File: src/rtl/npc_pkg.sv
// Shared definitions for the fetch front end: FSM state encoding and
// architectural constants used by ifu and its optional perf counters.
package npc_pkg;

    typedef enum logic [1:0] {
        ST_REQ   = 2'd0,
        ST_WAIT  = 2'd1,
        ST_VALID = 2'd2,
        ST_HALT  = 2'd3
    } ifu_state_e;

    localparam logic [31:0] EBREAK_INST      = 32'h0010_0073;
    localparam logic [31:0] RESET_PC_DEFAULT = 32'h8000_0000;

endpackage

File: src/rtl/ifu_perf_cnt.sv
// Free-running fetch performance counters: accepted instructions and
// memory stall cycles. Both wrap at 2^32.
module ifu_perf_cnt (
    input  logic        clk,
    input  logic        rst_n,
    input  logic        fetch_evt,
    input  logic        wait_evt,
    output logic [31:0] fetch_cnt,
    output logic [31:0] wait_cnt
);

    always_ff @(posedge clk or negedge rst_n) begin
        if (!rst_n) begin
            fetch_cnt <= '0;
            wait_cnt  <= '0;
        end else begin
            if (fetch_evt) fetch_cnt <= fetch_cnt + 32'd1;
            if (wait_evt)  wait_cnt  <= wait_cnt + 32'd1;
        end
    end

endmodule

File: src/rtl/ifu.sv
// Instruction fetch unit: REQ -> WAIT -> VALID loop, terminal HALT on ebreak.
// Define IFU_PERF_CNT_EN to add the fetch_cnt / wait_cnt counter outputs.
module ifu
    import npc_pkg::*;
#(
    parameter logic [31:0] RESET_PC = RESET_PC_DEFAULT
) (
    input  logic        clk,
    input  logic        rst_n,
    output logic        imem_req,
    output logic [31:0] imem_addr,
    input  logic        imem_rvalid,
    input  logic [31:0] imem_rdata,
    output logic        inst_valid,
    output logic [31:0] inst,
    output logic [31:0] pc,
    input  logic        inst_ready,
    input  logic        redirect_valid,
    input  logic [31:0] redirect_pc,
    output logic        halt
`ifdef IFU_PERF_CNT_EN
    ,
    output logic [31:0] fetch_cnt,
    output logic [31:0] wait_cnt
`endif
);

    ifu_state_e  state_q, state_d;
    logic [31:0] pc_q;
    logic [31:0] ir_q;
    logic        handshake;
    logic        capture;

    assign handshake = (state_q == ST_VALID) && inst_ready;
    // Responses arriving in any other state are stale and must not land in ir_q.
    assign capture   = (state_q == ST_WAIT) && imem_rvalid;

    always_comb begin
        // NOTE: default assignment first, so no path through the case infers a latch.
        state_d = state_q;
        case (state_q)
            ST_REQ:   state_d = ST_WAIT;
            ST_WAIT:  if (imem_rvalid) state_d = ST_VALID;
            ST_VALID: if (inst_ready) state_d = (ir_q == EBREAK_INST) ? ST_HALT : ST_REQ;
            ST_HALT:  state_d = ST_HALT;
            default:  state_d = ST_REQ;
        endcase
    end

    // NOTE: non-blocking assignments so every flop samples pre-edge values.
    always_ff @(posedge clk or negedge rst_n) begin
        if (!rst_n) begin
            state_q <= ST_REQ;
            pc_q    <= RESET_PC;
            ir_q    <= '0;
        end else begin
            state_q <= state_d;
            if (capture)   ir_q <= imem_rdata;
            if (handshake) pc_q <= redirect_valid ? redirect_pc : pc_q + 32'd4;
        end
    end

    assign imem_req   = (state_q == ST_REQ);
    assign imem_addr  = pc_q;
    assign inst_valid = (state_q == ST_VALID);
    assign inst       = ir_q;
    assign pc         = pc_q;
    assign halt       = (state_q == ST_HALT);

`ifdef IFU_PERF_CNT_EN
    ifu_perf_cnt u_perf_cnt (
        .clk       (clk),
        .rst_n     (rst_n),
        .fetch_evt (handshake),
        .wait_evt  ((state_q == ST_WAIT) && !imem_rvalid),
        .fetch_cnt (fetch_cnt),
        .wait_cnt  (wait_cnt)
    );
`endif

endmodule
File: config.mk
export PLATFORM = sky130hd
export DESIGN_NAME = ifu
export DESIGN_NICKNAME = d
export VERILOG_FILES = /design/src/rtl/npc_pkg.sv /design/src/rtl/ifu_perf_cnt.sv /design/src/rtl/ifu.sv
export SDC_FILE = /design/constraint.sdc
export NUM_CORES = 1
export LEC_CHECK = 0
export ABC_AREA = 0
export CORE_MARGIN = 1
export CORE_UTILIZATION = 38
export CTS_CLUSTER_DIAMETER = 80
export DETAILED_ROUTE_END_ITERATION = 16
export PLACE_DENSITY = 0.8
export SLEW_MARGIN = 15
export SYNTH_ARGS = -nofsm -noshare
export SYNTH_HDL_FRONTEND = slang
export SYNTH_SLANG_ARGS = --single-unit
export TNS_END_PERCENT = 100
File: constraint.sdc
create_clock -name clk -period 1.9 [get_ports clk]
set_clock_uncertainty 0.15 [all_clocks]
set_input_delay 0.475 -clock clk [delete_from_list [all_inputs] [get_ports clk]]
set_output_delay 0.475 -clock clk [all_outputs]
set_load 0.005 [all_outputs]
==> impl_metrics.csv, run 1 <==
group,metric,value,unit
outcome,status,"finished with violations",
outcome,violations,"setup timing",
detailed_routing,detail-route-antenna-nets,0,
sta,rsz0062_at_grt,"yes",
min_path,holdPathStages,2,
detailed_routing,met2_wirelength,6240,um
clock_network,path_clk_slew,0.08,ns
sta,final_max_slew_viol_count,0,
clock_network,cts_made_buffers,9,
worst_setup_path,crit_chain,"ha_2 > nand4_1 > or2_4 > nor4_4 > mux2i_1 > nand3_1",
die,die_y,99.5,um
power,p_leak,3.03,nW
worst_setup_path,cp-end-kind,"flop",
worst_setup_path,regToRegSetupSlack,-0.13,ns
worst_setup_path,criticalPathCategory,"reg -> reg",
cells_and_area,antenna_cells,0,
worst_setup_path,critical_path_depth,6,
grt,grt_pass1_vias,3767,
place,place_congestion,0.846,
detailed_routing,wl_met1,4720,um
worst_setup_path,r2r_start,"imem_addr[2]$_DFFE_PN0P_",
cells_and_area,area_growth,79.9,%
place,place_ws,-0.138,ns
power,power,9.19,mW
worst_setup_path,slowest_stage,"dfrtp_1",
cells_and_area,fin_nets,673,
synth,synth_edf_count,0,
worst_setup_path,crit_buf_inv,0,
grt,grt_antenna_before_repair,0,
cells_and_area,final-instance-count-excl-fill,737,
cells_and_area,design_area,6500,um^2
min_path,hp-class,"reg -> reg",
detailed_routing,maxUsedRoutingLayer,"met4",
die,dieArea,9910,um^2
synth,ys.flop_type,"dfrtp_1",
min_path,hold_start,"imem_addr[31]$_DFFE_PN1P_",
sta,setup_slack,-0.126,ns
place,io_buffers,167,
cells_and_area,seqCellArea,1660,um^2
sta,finalHoldViolCount,0,
grt,grt-ovfl-total,0,
synth,ys_seq_elements,66,
clock_network,cts_htree_levels,3,
worst_setup_path,crit_arrival,2.10,ns
synth,synth_seq_area_share,45.7,%
cells_and_area,multiInputGateArea,1800,um^2
detailed_routing,wl_per_cell,16.4,um
die,core,9240,um^2
synth,synthesis.area,3610,um^2
detailed_routing,wl_met3,954,um
grt,grt_max_degree,58,
sta,worst_slew_pin_slew,0.397,ns
cells_and_area,nFillCells,682,
worst_setup_path,critical_path_required,1.97,ns
grt,grt_pass1_wl,18200,um
clock_network,tritoncts,"built",
synth,synth.avg_cell_area,9.90,um^2
die,initial_core_util,39.1,%
synth,synthArstFlopShare,100,%
synth,synth_cells,365,
sta,worst_hold_slack,0.367,ns
worst_setup_path,critPathTopFamily,"simple AND/OR/NAND/NOR gates",
detailed_routing,finalWirelength,12100,um
cells_and_area,fin_util,70.4,%
clock_network,insertion_delay,0.34,ns
detailed_routing,dr.pass1.iters,4,
worst_setup_path,max_stage_delay,0.40,ns
synth,synth_nets,435,
sta,post-route-period-util,107,%
worst_setup_path,worstPathMaxFanout,3,
grt,track_usage,23.4,%
sta,tns,-0.725,ns
place,dp_hpwl,8080,um
detailed_routing,vias_per_cell,5.20,
sta,slew_headroom,73.5,%
sta,layout_min_cycle_time,2.03,ns
detailed_routing,first_iter_violations,182,
detailed_routing,vias,3831,
clock_network,cts-root-buf,"clkbuf_8",
worst_setup_path,crit_start,"imem_addr[2]$_DFFE_PN0P_",
power,p_per_area,1410,nW/um^2
place,placed_area,5620,um^2
die,dieWidth,99.5,um
clock_network,cts_sinks,66,
power,ir_worst_vdd,0.833,mV
worst_setup_path,rr_worst_depth,6,
sta,fmax,494,MHz
synth,ys_warn_count,0,
die,rows,35,
worst_setup_path,startpoint_type,"flop",
detailed_routing,route.detailed.drc,0,
run,cap_violations,0,
sta,setup_viol,11,
clock_network,clock_path_buffers,2,
cells_and_area,drive_gt1_share,34.0,%
synth,ys_types,54,
die,io_pins,168,
place,dp_cells,667,
## per-layer routing
metal	vias to the layer above	track usage [%]
met2	177	39.9
met5	-	0
met1	1847	27.8
met4	0	8.26
met3	17	7.52
li1	1790	-
## cells by family after synthesis
| group | share of synthesized area [%] |
|---|---|
| compound gates | 15.1 |
| fa+ha+maj | 0.346 |
| buf+inv | 9.90 |
| flops | 45.7 |
| mux | 12.3 |
| simple gates | 16.7 |
## tightest hold or removal path: stages (launching register included)
cell	delay [ns]
dfstp_2	0.40
nand2_1	0.05
nand3_1	0.07
## sequential cells by signal (all words and copies together) (netlist names)
register and flops:
imem_addr 32, inst 32, state_q 2
## report_power, final
group	leakage, nW	switching, mW	internal [mW]
clock network	0.0956	0.599	0.614
logic	2.17	2.05	3.27
registers	0.762	0.559	2.10
## Yosys cell counts, types with 2 or more instances
library cell / instances / area [um^2]
dfrtp_1: 65 / 1630
mux2_2: 34 / 383
buf_4: 32 / 240
a21oi_1: 27 / 135
o21ai_0: 26 / 130
nor2_1: 25 / 93.8
nand2_1: 19 / 71.3
clkbuf_1: 17 / 63.8
nand3_1: 16 / 80.1
nor3_1: 9 / 45.0
inv_1: 8 / 30.0
nor4_1: 8 / 50.1
mux2i_1: 6 / 60.1
a311oi_1: 5 / 43.8
nand4_1: 5 / 31.3
o22ai_1: 5 / 31.3
a22oi_1: 4 / 30.0
a2bb2oi_1: 4 / 35.0
and3_1: 4 / 25.0
nor2b_1: 3 / 18.8
or3_1: 3 / 18.8
a211oi_1: 2 / 15.0
a31oi_1: 2 / 12.5
a32oi_1: 2 / 17.5
nand4_2: 2 / 25.0
nor4b_1: 2 / 17.5
o22a_1: 2 / 17.5
or4_1: 2 / 15.0
## layout make-up
type	instances	share of cell area, %
multi-input cells	238	27.7
clock buffers	9	1.90
repair buffers	279	40.7
clock inverters	7	1.23
well taps	129	2.48
inverters	9	0.519
flip-flops and latches	66	25.5
## cell usage in the layout, fill, tap and decap left out, types with 19 or more instances in the layout
master	netlist	routed
clkdlybuf4s50_1	0	92
buf_4	32	88
dfrtp_1	65	61
mux2_2	34	34
dlygate4sd2_1	0	30
dlymetal6s2s_1	0	28
a21oi_1	27	26
nor2_1	25	22
o21ai_0	26	22
nand2_1	19	19
## what timing repair did
action                     4_1_cts  5_1_grt
pin swaps                        7       18
setup endpoints to repair       70       61
gates resized for setup         79       76
hold endpoints to repair         9        0
setup buffers                   34       20
hold buffers                     1        0
## path summary, 6_finish.rpt
check | endpoint
max | imem_addr[28]$_DFFE_PN0P_
min | imem_addr[31]$_DFFE_PN1P_
max reg2reg | imem_addr[28]$_DFFE_PN0P_
min reg2reg | imem_addr[31]$_DFFE_PN1P_
max in group asynchronous | imem_addr[31]$_DFFE_PN1P_
min in group asynchronous | imem_addr[1]$_DFFE_PN0P_
No activity file was read; power rests on OpenSTA's default activity.
==> inputs of run 2 (changes only) <==
--- a/config.mk
+++ b/config.mk
@@ -6,10 +6,12 @@
 export NUM_CORES = 1
 export LEC_CHECK = 0
 export ABC_AREA = 0
+export CAP_MARGIN = 20
 export CORE_MARGIN = 1
 export CORE_UTILIZATION = 38
 export CTS_CLUSTER_DIAMETER = 80
 export DETAILED_ROUTE_END_ITERATION = 16
+export HOLD_SLACK_MARGIN = 0.03
 export PLACE_DENSITY = 0.8
 export SLEW_MARGIN = 15
 export SYNTH_ARGS = -nofsm -noshare
==> results of run 2 <==
Same layout as run 1: the final DEF is identical, and so are final timing and power.
